[src/rtl/config_chain_loader.sv]
// Head-end loader for a tile's serial configuration chain: streams WORD_W-bit words in LSB-first
// while capturing the bits that fall out of the chain tail for readback.
module config_chain_loader #(
   parameter int CHAIN_LEN = 46,
   parameter int WORD_W    = 32
) (
   input  logic              Config_Clock,
   input  logic              Config_Reset,
   input  logic              start,
   input  logic              abort,
   input  logic [WORD_W-1:0] word_in,
   input  logic              word_valid,
   output logic              word_ready,
   output logic              ConfigOut,
   output logic              shift_en,
   input  logic              ConfigIn,
   output logic [WORD_W-1:0] rb_word,
   output logic              rb_valid,
   output logic              busy,
   output logic              done,
   output logic              aborted
);
   localparam int NWORDS = (CHAIN_LEN + WORD_W - 1) / WORD_W;
   localparam int LAST   = CHAIN_LEN - (NWORDS - 1) * WORD_W;
   localparam int BW     = $clog2(WORD_W + 1);
   localparam int NW     = (NWORDS > 1) ? $clog2(NWORDS) : 1;

   typedef enum logic [1:0] {S_IDLE, S_FETCH, S_SHIFT, S_DONE} state_t;

   state_t            state;
   logic [WORD_W-1:0] sreg, shadow, shadow_nxt, mask;
   logic [BW-1:0]     bit_cnt, wbits;
   logic [NW-1:0]     word_cnt;
   logic              last_word;

   assign last_word  = (word_cnt == NW'(NWORDS - 1));
   // abort wins over a coincident handshake or shift, so the chain never moves on that edge
   assign word_ready = (state == S_FETCH) && !abort;
   assign shift_en   = (state == S_SHIFT) && !abort;
   assign ConfigOut  = (state == S_SHIFT) ? sreg[0] : 1'b0;
   assign busy       = (state != S_IDLE);

   always_comb begin
      shadow_nxt = shadow;
      mask       = '0;
      for (int i = 0; i < WORD_W; i++) begin
         if (BW'(i) == bit_cnt) shadow_nxt[i] = ConfigIn;
         mask[i] = (BW'(i) < wbits);
      end
   end

   always_ff @(posedge Config_Clock or negedge Config_Reset) begin
      if (!Config_Reset) begin
         state    <= S_IDLE;
         sreg     <= '0;
         shadow   <= '0;
         bit_cnt  <= '0;
         wbits    <= '0;
         word_cnt <= '0;
         rb_word  <= '0;
         rb_valid <= 1'b0;
         done     <= 1'b0;
         aborted  <= 1'b0;
      end else begin
         rb_valid <= 1'b0;
         done     <= 1'b0;
         aborted  <= 1'b0;
         if (abort && state != S_IDLE) begin
            state    <= S_IDLE;
            aborted  <= 1'b1;
            bit_cnt  <= '0;
            word_cnt <= '0;
         end else begin
            case (state)
               S_IDLE: if (start) begin
                  state    <= S_FETCH;
                  word_cnt <= '0;
               end
               S_FETCH: if (word_valid) begin
                  sreg    <= word_in;
                  wbits   <= last_word ? BW'(LAST) : BW'(WORD_W);
                  bit_cnt <= '0;
                  shadow  <= '0;
                  state   <= S_SHIFT;
               end
               S_SHIFT: begin
                  sreg    <= sreg >> 1;
                  shadow  <= shadow_nxt;
                  bit_cnt <= bit_cnt + 1'b1;
                  if (bit_cnt == wbits - 1'b1) begin
                     rb_word  <= shadow_nxt & mask;
                     rb_valid <= 1'b1;
                     if (last_word) begin
                        state <= S_DONE;
                        done  <= 1'b1;
                     end else begin
                        word_cnt <= word_cnt + 1'b1;
                        state    <= S_FETCH;
                     end
                  end
               end
               default: state <= S_IDLE;
            endcase
         end
      end
   end
endmodule

[config.mk]
export PLATFORM = sky130hd
export DESIGN_NAME = config_chain_loader
export DESIGN_NICKNAME = d
export VERILOG_FILES = /design/src/rtl/config_chain_loader.sv
export SDC_FILE = /design/constraint.sdc
export NUM_CORES = 1
export LEC_CHECK = 0
export BUFFER_PORTS_ARGS = -buffer_cell sky130_fd_sc_hd__buf_4
export CAP_MARGIN = 20
export CORE_MARGIN = 2
export CORE_UTILIZATION = 35
export CTS_CLUSTER_SIZE = 24
export DETAILED_ROUTE_END_ITERATION = 6
export GPL_ROUTABILITY_DRIVEN = 0
export PLACE_DENSITY = 0.53
export SYNTH_ARGS = -nofsm -noshare
export SYNTH_HDL_FRONTEND = slang
export SYNTH_SLANG_ARGS = --single-unit
[constraint.sdc]
create_clock -name Config_Clock -period 2.51 [get_ports Config_Clock]
set_input_delay 0.1255 -clock Config_Clock [delete_from_list [all_inputs] [get_ports Config_Clock]]
set_output_delay 0.1255 -clock Config_Clock [all_outputs]
set_load 0.1 [all_outputs]
==> impl_summary.log <==
INFO  metric final_cell_area = 6480 um2
INFO  metric leakagePower = 2.76 nW
INFO  metric max-slew-margin-rel = around three fifths
INFO  metric worst_ep_arrival_time = about 2.1 ns
INFO  metric postCtsResizedCells = 0
INFO  metric layout_commonest_cell = dfrtp_1
INFO  metric drtPass1Iterations = 5
INFO  metric crit_top_cell = buf_4
INFO  metric synth_fp_nets = 580
INFO  metric preCtsSetupSlack = ~0.35 ns
INFO  metric numCtsBuffers = 9
INFO  metric vdd.ir_drop.worst = ~0.66 mV
INFO  metric syn_inst = 533
INFO  metric fin_setup_tns = 0 ns
INFO  metric synth_largest_type_area_fraction = about half
INFO  metric std_cell_rows = 45
INFO  metric detailed_place_hpwl = roughly 8600 um
INFO  metric grt.total_usage = between 10% and 20%
INFO  metric final.min_clock_period = roughly 2.2 ns
INFO  metric antenna_violations_before_repair = 0
INFO  metric buffer_ports.inserted = 76
INFO  metric timing.max_cap.violations = 0
INFO  metric ctsHtreeMaxLevel = 3
INFO  metric sequential_cell_area_fraction_in_the_yosys_report = between 50% and 60%
INFO  metric grt_start_max_net_pins = 64
INFO  metric yosysWarnings = 0
INFO  metric clk-insertion-delay-late = 0.36 ns
INFO  metric floorplan.core_area = approximately 15,000 um2
INFO  metric cts_max_path_buffers = 2
INFO  metric post-cts-setup-buffers = 0
INFO  metric fmaxAchievable = 0.448 GHz
INFO  metric ys_dominant_reg_cell = dfrtp_1
INFO  metric ant_nets = 0
INFO  metric synth_cell_types = 38
INFO  metric critical_path_cell_by_cell = inv_1 > ha_2 > buf_4 > and2_1 > buf_4
INFO  metric critical_path.slowest_cell = dfrtp_1
INFO  metric synth_seq_cells = between 100 and 150
INFO  metric nFillCells = about 1,500
INFO  metric clock_tree.root_cell = clkbuf_16
INFO  metric die_area = roughly 17,000 um2
INFO  metric grt_setup_unrepaired = no
INFO  metric route.detailed.wl_per_inst = around 17 um
INFO  metric ctsHoldBuffers = 2
INFO  metric drc_errors = 0
INFO  metric die-width = around 130 um
INFO  metric fin_crit_sh = 89.0%
INFO  metric setup_crit_start_kind = flop
INFO  metric wirelength = 13,300 um
INFO  metric vias = around 4,200
INFO  metric clock-sinks = 110
INFO  metric timing.final.ws_setup = 0.277 ns
INFO  metric layout-drive-gt1-share = between 10% and 20%
INFO  metric crit_required = roughly 2.4 ns
INFO  metric diodes = 0
INFO  metric worst_setup_path_end_kind = output port
INFO  metric detailedRoute.firstIterationViolations = between 200 and 300
INFO  metric post-route-util = 42.6%
INFO  metric grt_pass1_vias = between 4,000 and 5,000
INFO  metric synth_top_area_cell = dfrtp_1
INFO  metric finalClockSkew = roughly 0.0080 ns
INFO  metric floorplan.io_pins = between 70 and 80
INFO  metric critical_path_peak_fanout = 25
INFO  metric holdCritPathClass = input port to flop
INFO  metric synthToLayoutAreaGrowth = 18.8%
INFO  metric layout_common_cells = 110 x dfrtp_1, 89 x buf_4, 67 x o21ai_0, 66 x nor2_1, 66 x mux2i_1
INFO  metric run_status = finished, final reports clean
INFO  metric critical-path-max-stage-delay = between 0.4 and 0.5 ns
INFO  metric synth.cell_area = 5450 um2
INFO  metric final_nets = about 640
INFO  metric ys_top_cells_by_area = dfrtp_1 50%, mux2i_1 12%, o21ai_0 6.1%
INFO  metric final_max_slew_viol_count = 0
INFO  metric vias_per_cell = 5.37
INFO  metric async_flop_share = 100%
INFO  metric synth_enable_flop_cells = 0
INFO  metric chipHeight = approximately 130 um
INFO  metric floorplan.initialDensity = approximately 36%
INFO  metric placed_area = slightly above 6000 um2
INFO  metric power_density = roughly 820 nW/um2
INFO  metric clk_pin_slew_worst_paths = approximately 0.070 ns
INFO  metric cts_tree = yes
INFO  metric report.final.setup_viol = 0
INFO  metric grt_pass1_wl = 21,800 um
INFO  metric type_of_the_worst_setup_path = flop to output port
INFO  metric overflow = 0
INFO  metric worstMarginPinSlew = between 0.5 and 0.6 ns
INFO  metric syn_avg_cell_area = ~10 um2
INFO  metric finalHoldViolCount = 0
synthesized netlist by cell type, types with 2 or more instances:
master,n
a21oi_1,38
nand3_1,4
nand4_1,3
buf_6,4
or3b_1,4
dfrtp_1,110
buf_2,9
and2_1,3
a22o_1,33
ha_1,9
o2bb2ai_1,3
and3_1,2
clkbuf_1,30
o21ai_0,67
mux2i_1,66
nor3_1,2
nand2b_1,4
nor2_1,67
nand3b_1,5
inv_1,12
nor2b_1,3
nand2_1,8
o31ai_1,32
kinds of logic (layout without fill, tap and decap cells):
family | after synthesis | count (layout) | synth area share (%)
AOI/OAI and AO/OA | 181 | 181 | 21.2
muxes | 66 | 66 | 12.1
buffers and inverters | 57 | 120 | 4.68
xor gates and xnor gates | 1 | 1 | 0.161
and+or+nand+nor | 109 | 109 | 9.29
DFF | 110 | 110 | 50.5
adders and majority gates | 9 | 9 | 2.07
flip-flops by register name, indices dropped and copies added (netlist names):
name       cells
bit_cnt        6
wbits          2
state          2
aborted        1
rb_valid       1
shadow        32
done           1
rb_word       32
sreg          32
last_word      1
through the flow:
step | cells | hold WS, ns | power (mW)
after global routing | 784 | 0.0624 | 5.71
after global placement | 767 | 0.134 | 3.97
after detailed placement | 767 | 0.141 | 4.02
final | 784 | 0.0639 | 5.33
after CTS | 784 | 0.0573 | 5.40
after floorplan | 533 | -0.170 | 3.55
layer usage:
metal / vias to the layer above / global-route usage (%) / share of wire (%)
met5: - / 0 / 0
met1: 2056 / 22.9 / 48
met4: 0 / 6.01 / 0.97
met3: 11 / 3.87 / 4.6
li1: 2043 / - / -
met2: 97 / 26.4 / 46
cell type report:
class,count,area [um2],share of cell area [%]
Sequential cell,110,2750,42.5
Timing Repair Buffer,92,708,10.9
Clock buffer,10,239,3.69
Multi-Input combinational cell,366,2460,37.9
Clock inverter,5,35.0,0.541
Inverter,13,48.8,0.753
Tap cell,188,235,3.63
worst max-delay path: cells and delay by family (launching register included):
kind | cells | cell delay [ns]
adders and majority gates | 1 | 0.30
buffers and inverters | 3 | 0.82
DFF | 1 | 0.42
and+or+nand+nor | 1 | 0.20
worst paths after layout:
path | slack [ns] | start | end | depth (start not counted)
min in group asynchronous | 0.29 | Config_Reset | rb_word[22] | 2
worst max register to register | 0.38 | state[0] | sreg[5] | 8
worst min register to register | 0.50 | shadow[2] | shadow[2] | 1
max in group asynchronous | 1.52 | Config_Reset | shadow[8] | 3
worst max-delay path | 0.28 | state[0] | ConfigOut | 5
worst min-delay path | 0.06 | word_in[23] | sreg[23] | 3
power by group:
part           internal, mW  switching [mW]  total [mW]  leakage, nW
registers              2.07           0.168        2.24         1.43
clock network         0.698           0.666        1.36        0.135
logic                 0.601            1.14        1.74         1.19
total                  3.37            1.97        5.33         2.76
Power figures use the tool's default switching activity.
